<file path="src/rtl/shift_pkg.sv">
// Shared types for the shifter-operand sequencer.
//   sh_type_e : ARM shift type encodings as carried on req_type
//   state_e   : sequencer FSM states
//   dec_cls_e : amount-decode classes produced by shift_amt_decode
//   ctx_t     : request context latched at accept time
package shift_pkg;

    localparam int unsigned AMT_W  = 8;   // register-amount bits used (Rs[7:0])
    localparam int unsigned CORE_W = 5;   // amount for the 1..31 barrel path

    typedef enum logic [1:0] {
        SH_LSL = 2'b00,
        SH_LSR = 2'b01,
        SH_ASR = 2'b10,
        SH_ROR = 2'b11
    } sh_type_e;

    typedef enum logic [2:0] {
        IDLE    = 3'd0,
        RS_REQ  = 3'd1,
        RS_WAIT = 3'd2,
        EXEC    = 3'd3,
        RESP    = 3'd4
    } state_e;

    // PASS    : result = op_m, C = carry_in
    // CORE    : barrel shift by 1..31
    // ZERO_C0 : result 0, C = 0
    // ZERO_CB : result 0, C = boundary bit (op_m[0] for LSL, op_m[31] for LSR)
    // FILL    : result = sign fill, C = op_m[31]
    // RRX     : rotate right through carry by one
    // ROR32   : result = op_m, C = op_m[31]
    typedef enum logic [2:0] {
        PASS    = 3'd0,
        CORE    = 3'd1,
        ZERO_C0 = 3'd2,
        ZERO_CB = 3'd3,
        FILL    = 3'd4,
        RRX     = 3'd5,
        ROR32   = 3'd6
    } dec_cls_e;

    typedef struct packed {
        logic             imm;
        sh_type_e         sh_type;
        logic [AMT_W-1:0] amt;
        logic             carry_in;
    } ctx_t;

endpackage

</file>
<file path="src/rtl/shift_amt_decode.sv">
// Combinational decode of an ARM shift amount into a result class.
//   imm        : 1 = amount came from imm5 (only amt[4:0] meaningful)
//   sh_type    : shift type
//   amt        : 8-bit amount (imm5 zero-extended, or Rs[7:0])
//   cls_c      : decode class
//   core_amt_c : shift distance for the CORE class (1..31)
module shift_amt_decode
    import shift_pkg::*;
(
    input  logic              imm,
    input  sh_type_e          sh_type,
    input  logic [AMT_W-1:0]  amt,
    output dec_cls_e          cls_c,
    output logic [CORE_W-1:0] core_amt_c
);

    logic [CORE_W-1:0] amt_lo;
    logic              amt_lt32;
    logic              amt_eq32;
    logic              amt_zero;

    assign amt_lo   = amt[CORE_W-1:0];
    assign amt_lt32 = (amt[AMT_W-1:CORE_W] == '0);
    assign amt_eq32 = (amt == AMT_W'(32));
    assign amt_zero = (amt == '0);

    // Immediate #0 carries the special encodings; register amounts decode
    // the >=32 boundaries, with Rs[7:0]==0 always passing through.
    always_comb begin
        cls_c      = CORE;
        core_amt_c = amt_lo;
        if (imm) begin
            if (amt_lo == '0) begin
                case (sh_type)
                    SH_LSL: cls_c = PASS;
                    SH_LSR: cls_c = ZERO_CB;
                    SH_ASR: cls_c = FILL;
                    SH_ROR: cls_c = RRX;
                endcase
            end
        end else if (amt_zero) begin
            cls_c = PASS;
        end else begin
            case (sh_type)
                SH_LSL, SH_LSR: begin
                    if (amt_eq32) begin
                        cls_c = ZERO_CB;
                    end else if (!amt_lt32) begin
                        cls_c = ZERO_C0;
                    end
                end
                SH_ASR: begin
                    if (!amt_lt32) begin
                        cls_c = FILL;
                    end
                end
                SH_ROR: begin
                    // Multiples of 32 leave the value intact but still set C.
                    if (amt_lo == '0) begin
                        cls_c = ROR32;
                    end
                end
            endcase
        end
    end

endmodule

</file>
<file path="src/rtl/shift_seq.sv">
// Sequencer for the ARM shifter-operand path. Accepts one shift request,
// fetches Rs over a shared read port when the amount is register-sourced,
// and presents the shifted operand and carry-out under valid/ready.
//   clk, rst          : clock, asynchronous active-high reset
//   req_*             : request handshake and payload (type, amount, op_m, C)
//   rs_rd_*           : register-file read port (req/idx out, gnt/data in)
//   res_*             : result handshake, shifted operand and carry-out
//   busy              : sequencer not idle
module shift_seq
    import shift_pkg::*;
#(
    parameter int unsigned DW     = 32,
    parameter int unsigned RIDX_W = 4
) (
    input  logic              clk,
    input  logic              rst,
    input  logic              req_valid,
    output logic              req_ready,
    input  logic              req_imm,
    input  logic [1:0]        req_type,
    input  logic [4:0]        req_imm_amt,
    input  logic [RIDX_W-1:0] req_rs_idx,
    input  logic [DW-1:0]     req_op_m,
    input  logic              req_carry_in,
    output logic              rs_rd_req,
    output logic [RIDX_W-1:0] rs_rd_idx,
    input  logic              rs_rd_gnt,
    input  logic [DW-1:0]     rs_rd_data,
    output logic              res_valid,
    input  logic              res_ready,
    output logic [DW-1:0]     res_result,
    output logic              res_carry,
    output logic              busy
);

    state_e            state_q, state_d;
    ctx_t              ctx_q, ctx_d;
    logic [DW-1:0]     op_m_q, op_m_d;
    logic              rs_rd_req_q, rs_rd_req_d;
    logic [RIDX_W-1:0] rs_rd_idx_q, rs_rd_idx_d;
    logic              res_valid_q, res_valid_d;
    logic [DW-1:0]     res_result_q, res_result_d;
    logic              res_carry_q, res_carry_d;
    logic              busy_q, busy_d;

    dec_cls_e          dec_cls_c;
    logic [CORE_W-1:0] core_amt_c;
    logic [DW:0]       lsl_ext_c;
    logic [DW:0]       lsr_ext_c;
    logic [DW:0]       asr_ext_c;
    logic [DW-1:0]     ror_res_c;
    logic [DW-1:0]     core_res_c;
    logic              core_carry_c;
    logic [DW-1:0]     shift_res_c;
    logic              shift_carry_c;

    // Only Rs[7:0] selects the amount; the upper bits are architecturally ignored.
    logic unused_rs_hi;
    assign unused_rs_hi = ^rs_rd_data[DW-1:AMT_W];

    // State register
    always_ff @(posedge clk or posedge rst) begin
        if (rst) begin
            state_q <= IDLE;
        end else begin
            state_q <= state_d;
        end
    end

    // Next-state logic
    always_comb begin
        state_d = state_q;
        case (state_q)
            IDLE:    if (req_valid) state_d = req_imm ? EXEC : RS_REQ;
            RS_REQ:  if (rs_rd_gnt) state_d = RS_WAIT;
            RS_WAIT: state_d = EXEC;
            EXEC:    state_d = RESP;
            RESP:    if (res_ready) state_d = IDLE;
            default: state_d = IDLE;
        endcase
    end

    // Output and context next-values
    always_comb begin
        ctx_d        = ctx_q;
        op_m_d       = op_m_q;
        res_valid_d  = res_valid_q;
        res_result_d = res_result_q;
        res_carry_d  = res_carry_q;
        rs_rd_req_d  = (state_d == RS_REQ);
        busy_d       = (state_d != IDLE);
        rs_rd_idx_d  = '0;

        // Index is captured on accept and held for the whole RS_REQ stall.
        if (state_d == RS_REQ) begin
            rs_rd_idx_d = (state_q == IDLE) ? req_rs_idx : rs_rd_idx_q;
        end

        case (state_q)
            IDLE: begin
                if (req_valid) begin
                    ctx_d.imm      = req_imm;
                    ctx_d.sh_type  = sh_type_e'(req_type);
                    ctx_d.amt      = req_imm ? AMT_W'(req_imm_amt) : '0;
                    ctx_d.carry_in = req_carry_in;
                    op_m_d         = req_op_m;
                end
            end
            RS_WAIT: begin
                ctx_d.amt = rs_rd_data[AMT_W-1:0];
            end
            EXEC: begin
                res_valid_d  = 1'b1;
                res_result_d = shift_res_c;
                res_carry_d  = shift_carry_c;
            end
            RESP: begin
                if (res_ready) begin
                    res_valid_d = 1'b0;
                end
            end
            default: ;
        endcase
    end

    // Output and context registers
    always_ff @(posedge clk or posedge rst) begin
        if (rst) begin
            ctx_q        <= '0;
            op_m_q       <= '0;
            rs_rd_req_q  <= 1'b0;
            rs_rd_idx_q  <= '0;
            res_valid_q  <= 1'b0;
            res_result_q <= '0;
            res_carry_q  <= 1'b0;
            busy_q       <= 1'b0;
        end else begin
            ctx_q        <= ctx_d;
            op_m_q       <= op_m_d;
            rs_rd_req_q  <= rs_rd_req_d;
            rs_rd_idx_q  <= rs_rd_idx_d;
            res_valid_q  <= res_valid_d;
            res_result_q <= res_result_d;
            res_carry_q  <= res_carry_d;
            busy_q       <= busy_d;
        end
    end

    shift_amt_decode u_decode (
        .imm        (ctx_q.imm),
        .sh_type    (ctx_q.sh_type),
        .amt        (ctx_q.amt),
        .cls_c      (dec_cls_c),
        .core_amt_c (core_amt_c)
    );

    // Barrel paths for n = 1..31. One extra bit on each shift catches the
    // last bit shifted out, which is the ARM carry-out.
    always_comb begin
        lsl_ext_c = {1'b0, op_m_q} << core_amt_c;
        lsr_ext_c = {op_m_q, 1'b0} >> core_amt_c;
        asr_ext_c = $signed({op_m_q, 1'b0}) >>> core_amt_c;
        ror_res_c = DW'({op_m_q, op_m_q} >> core_amt_c);

        core_res_c   = '0;
        core_carry_c = 1'b0;
        case (ctx_q.sh_type)
            SH_LSL: {core_carry_c, core_res_c} = lsl_ext_c;
            SH_LSR: {core_res_c, core_carry_c} = lsr_ext_c;
            SH_ASR: {core_res_c, core_carry_c} = asr_ext_c;
            SH_ROR: begin
                core_res_c   = ror_res_c;
                core_carry_c = ror_res_c[DW-1];
            end
        endcase
    end

    // Class mux selecting the final operand and carry.
    always_comb begin
        shift_res_c   = op_m_q;
        shift_carry_c = ctx_q.carry_in;
        case (dec_cls_c)
            PASS: begin
                shift_res_c   = op_m_q;
                shift_carry_c = ctx_q.carry_in;
            end
            CORE: begin
                shift_res_c   = core_res_c;
                shift_carry_c = core_carry_c;
            end
            ZERO_C0: begin
                shift_res_c   = '0;
                shift_carry_c = 1'b0;
            end
            ZERO_CB: begin
                shift_res_c   = '0;
                shift_carry_c = (ctx_q.sh_type == SH_LSL) ? op_m_q[0] : op_m_q[DW-1];
            end
            FILL: begin
                shift_res_c   = {DW{op_m_q[DW-1]}};
                shift_carry_c = op_m_q[DW-1];
            end
            RRX: begin
                shift_res_c   = {ctx_q.carry_in, op_m_q[DW-1:1]};
                shift_carry_c = op_m_q[0];
            end
            ROR32: begin
                shift_res_c   = op_m_q;
                shift_carry_c = op_m_q[DW-1];
            end
            default: ;
        endcase
    end

    // Ready is a pure function of state, held low while reset is applied.
    assign req_ready  = (state_q == IDLE) && !rst;
    assign rs_rd_req  = rs_rd_req_q;
    assign rs_rd_idx  = rs_rd_idx_q;
    assign res_valid  = res_valid_q;
    assign res_result = res_result_q;
    assign res_carry  = res_carry_q;
    assign busy       = busy_q;

endmodule
</file>
<file path="config.mk">
export PLATFORM = sky130hd
export DESIGN_NAME = shift_seq
export DESIGN_NICKNAME = d
export VERILOG_FILES = /design/src/rtl/shift_pkg.sv /design/src/rtl/shift_amt_decode.sv /design/src/rtl/shift_seq.sv
export SDC_FILE = /design/constraint.sdc
export NUM_CORES = 1
export LEC_CHECK = 0
export ABC_AREA = 1
export CELL_PAD_IN_SITES_DETAIL_PLACEMENT = 1
export CELL_PAD_IN_SITES_GLOBAL_PLACEMENT = 1
export CORE_MARGIN = 5
export CORE_UTILIZATION = 40
export CTS_CLUSTER_DIAMETER = 40
export DETAILED_ROUTE_END_ITERATION = 10
export PLACE_DENSITY = 0.82
export SLEW_MARGIN = 20
export SYNTH_ARGS = -nofsm -noshare
export SYNTH_HDL_FRONTEND = slang
export SYNTH_SLANG_ARGS = --single-unit
</file>
<file path="constraint.sdc">
create_clock -name clk -period 10.1 [get_ports clk]
set_clock_uncertainty 0.15 [all_clocks]
set_input_delay 3.03 -clock clk [delete_from_list [all_inputs] [get_ports clk]]
set_output_delay 3.03 -clock clk [all_outputs]
set_load 0.05 [all_outputs]
</file>
Yosys cells after proc, flatten, opt, wreduce, memory -nomap -nowiden
Index checks and enable logic that the tools add are counted.
{"block": "totals", "ff_bits": 87, "latch_bits": 0, "mem_bits_rw": 0, "romBits": 0, "input_bits": 82, "mem_count": 0}
{"block": "op_classes", "add_sub_neg": 0, "mul": 0, "div": 0, "order_cmp": 0, "eq_ne": 18, "shifts": 4, "mux": 26, "bitwise_logic": 0, "n_reduce_logical": 16}
{"operator": "$pmux 32 s4", "n": 2}
{"operator": "$shr 64x5->32", "n": 1}
{"operator": "$shl 32x5->33", "n": 1}
{"operator": "$shr 33x5->33", "n": 1}
{"operator": "$sshr 33x5->33", "n": 1}
{"operator": "$mux 3", "n": 9}
{"operator": "$pmux 8 s2", "n": 1}
{"operator": "$pmux 3 s5", "n": 1}
{"operator": "$eq 3x2->1 const B", "n": 4}
{"operator": "$eq 3x3->1 const B", "n": 4}
{"operator": "$pmux 3 s4", "n": 1}
{"operator": "$eq 3x1->1 const B", "n": 3}
{"operator": "$mux 9", "n": 1}
{"operator": "$pmux 3 s3", "n": 1}
{"operator": "$eq 8x6->1 const B", "n": 1}
{"operator": "$logic_not 8->1", "n": 1}
{"operator": "$mux 4", "n": 2}
{"operator": "$logic_not 3->1", "n": 2}
{"operator": "$reduce_and 2->1", "n": 3}
{"operator": "$reduce_or 2->1", "n": 3}
{"operator": "$logic_not 5->1", "n": 1}
{"operator": "$mux 5", "n": 1}
{"operator": "$pmux 1 s5", "n": 1}
{"operator": "$eq 2x2->1 const B", "n": 2}
{"operator": "other kinds (12)", "n": 16}

Longest topological paths before layout
{"block": "logic_depth", "depth_word": 9, "depth_mapped": 18, "mapped_depth_nobuf": 17}

Cells and area by module
A second synthesis with hierarchy kept.
{"block": "unflattened", "hier_cells": 1549, "hier_area_um2": 8608.3}
{"module": "shift_seq", "instances": 1, "cells_each": 1513, "area_each_um2": 8436.8}
{"module": "shift_amt_decode", "instances": 1, "cells_each": 36, "area_each_um2": 171.4}

Worst setup path before layout
Ideal clock, no wire load.
{"block": "synth_path", "path_kind": "input to output", "start": "in rst", "end": "out req_ready", "arrival_ns": 3.684, "t_required_ns": 6.920, "path_slack_ns": 3.236, "cell_stages": 1, "path_buffers": 0, "path_cell_list": "nor2_1"}
{"block": "synth_between", "elab_chain_len": 2}
{"item": "from (decl)", "line": "shift_seq.sv:16", "rtl": "input logic rst,"}
{"item": "$logic_not 1->1", "line": "shift_seq.sv:216", "rtl": "assign req_ready = (state_q == IDLE) && !rst;"}
{"item": "$logic_and 1x1->1", "line": "shift_seq.sv:216"}
{"item": "to (decl)", "line": "shift_seq.sv:18", "rtl": "output logic req_ready,"}
No other way between the ends.

Worst setup path after layout
Same ends and word-level chain as after synthesis.

==> results.yml <==
clocking:
  clock_latency_ns: 0.36
  post_cts_buffers: 0
  cts_resized: 0
  cts_tree: "done"
  numClockSinks: 87
  cts.path.max_buffers: 2
  htreeDepth: 3
  cts-root-buf: "clkbuf_16"
  cts_hold_buf: 0
  cts_made_buffers: 9
  clk_pin_slew_ns: 0.07
detailed_routing:
  routedWlPerCell_um: 20.92
  drc: 0
  dr.pass1.iters: 5
  ant_nets: 0
  drt_iter0_drc: 1184
  drt_wl_total_mm: 41.91
  routed_via_density: 6.041
  vias: 12100
critical_path:
  end_kind: "primary output"
  worstSetupPathType: "input port to primary output"
  path_cells: "clkdlybuf4s50_1, nor2_1, clkdlybuf4s50_1"
  slowest_delay_ns: 0.82
  worstPathRequired_ns: 6.92
  crit_path_frequent_cell: "clkdlybuf4s50_1"
  cpMaxStageDelayCell: "clkdlybuf4s50_1"
  crit_arrival_ns: 4.40
  worst_setup_path_start_kind: "input port"
  critPathMaxFanout: 2
global_routing:
  grt_max_degree: 79
  grt_util_all_layers_pct: 31.75
  gr-usage-met3_pct: 6.217
  grtUsageMet1_pct: 40.86
  gr-max-usage-layer: "met2"
  grt_pass1_vias: 12260
  grt_pass1_wl_mm: 66.53
  grt_overflow: 0
  antenna_found_initial: 1
  grt_util_met2_pct: 50.51
synth:
  yosysUniqueCellTypes: 33
  synthFlopType: "dfrtp_1"
  syn_area_mm2: 0.009256
  synth_area_leaders: "nand2_1, dfrtp_1, nand3_1"
  netlist.area_leader.share_pct: 29.08
  synth_edf_count: 0
  synth_top_area_cell: "nand2_1"
  synth_seq_area_share_pct: 23.52
  syn_inst: 1704
  synth-async-reset-ratio_pct: 100.0
  yosys_warnings: 0
  synthesis.nets: 1786
  syn_area_per_cell_um2: 5.432
  yosys_register_bits: 87
timing:
  hold_viol: 0
  finalCriticalPeriod_ns: 7.578
  fmax_mhz: 132.0
  relSlewSlack_pct: 31.39
  maxSlewViolCount: 0
  finalSetupTns_ns: 0
  rsz0062_at_grt: "false"
  setup_viol: 0
  timing.final.ws_setup_ns: 2.522
  period_share_pct: 75.03
  tightest_slew_ns: 1.023
worst_hold_path:
  hold_class: "flip-flop to flip-flop"
floorplan:
  ios: 123
  die_w_um: 162.1
  fp.dieH_um: 162.1
  dieArea_mm2: 0.02628
  start_util_pct: 40.76
  core_area_mm2: 0.02271
  num_rows: 55
layout:
  drive_gt1_share_pct: 3.842
  final_cell_mix: "nand2_1, nand3_1, nor2_1"
  num-nets-final: 1795
  finalInstanceArea_mm2: 0.01050
  area_delta_synth_final_pct: 13.46
  antenna_cells: 0
  final_common_cell: "nand2_1"
  fin_util_pct: 46.25
placement:
  post_dp_cell_area_mm2: 0.01020
  dp_hpwl_mm: 30.23
  place.gp.congestion: 0.9739
  place_ws_ns: 2.514
  portBuffers: 98
flow_run:
  drv_cap: 0
run_status:
  run_status: "completed"
==> layer usage <==
| metal | up-vias | wire [um] |
|---|---|---|
| met1 | 5806 | 17080 |
| met4 | 2 | 2477 |
| met3 | 135 | 3658 |
| li1 | 5616 | - |
| met2 | 542 | 18680 |
| met5 | - | 13 |
==> cells in the mapped netlist (5+ instances only) <==
master	number
nand3_1	364
nor3_1	5
inv_2	8
o21a_1	6
dfrtp_1	87
inv_1	61
a21oi_1	86
buf_2	35
buf_1	20
o21ai_0	68
nor2_1	102
and2_1	8
clkbuf_1	54
buf_6	7
nor2_2	5
o211ai_1	16
nand2_1	717
nand4_1	20
o21ai_1	13
==> final timing paths <==
check                          startpoint        endpoint  slack, ns  cells after the start
setup / recovery                      rst       req_ready       2.52                      3
hold / removal             res_result[13]  res_result[13]       0.34                      2
setup reg to reg                 ctx_q[5]   res_result[2]       6.14                     15
hold reg to reg            res_result[13]  res_result[13]       0.34                      2
max in group asynchronous             rst      op_m_q[26]       5.77                      3
min in group asynchronous             rst    rs_rd_idx[3]       2.97                      2
==> registers in the layout, summed over array words and instances (netlist names) <==
name	count
busy	1
ctx_q	12
op_m_q	32
res_carry	1
res_result	32
res_valid	1
rs_rd_idx	4
rs_rd_req	1
state_q	3
==> critical path, delay by kind of cell <==
kind          cells  cell delay [ns]
simple gates      1             0.12
buf+inv           2             1.25
==> layout make-up <==
class	instances	area, um2
fill	3275	12210
multi-input combinational	1429	6279
sequential	87	2183
timing repair buffer	116	1116
tap	285	356.6
inverter	70	264.0
clock buffer	10	229.0
clock inverter	6	75.07
==> cell families (layout without fill, tap and decap cells) <==
group                  Yosys count  in the layout  share of synthesized area (%)
AOI/OAI and AO/OA              199            199                          11.58
buffers and inverters          188            202                          8.746
DFF                             87             87                          23.52
and+or+nand+nor               1230           1230                          56.15
==> through the flow <==
step,cells,hold slack [ns]
floorplan,1704,0.3543
global placement,1987,0.3153
detailed placement,1987,0.3183
CTS,2003,0.3380
global route,2003,0.3487
finish,2003,0.3369
Power is not shown: default switching activity piles up to over one toggle a cycle in this logic, so the estimate is an artifact.
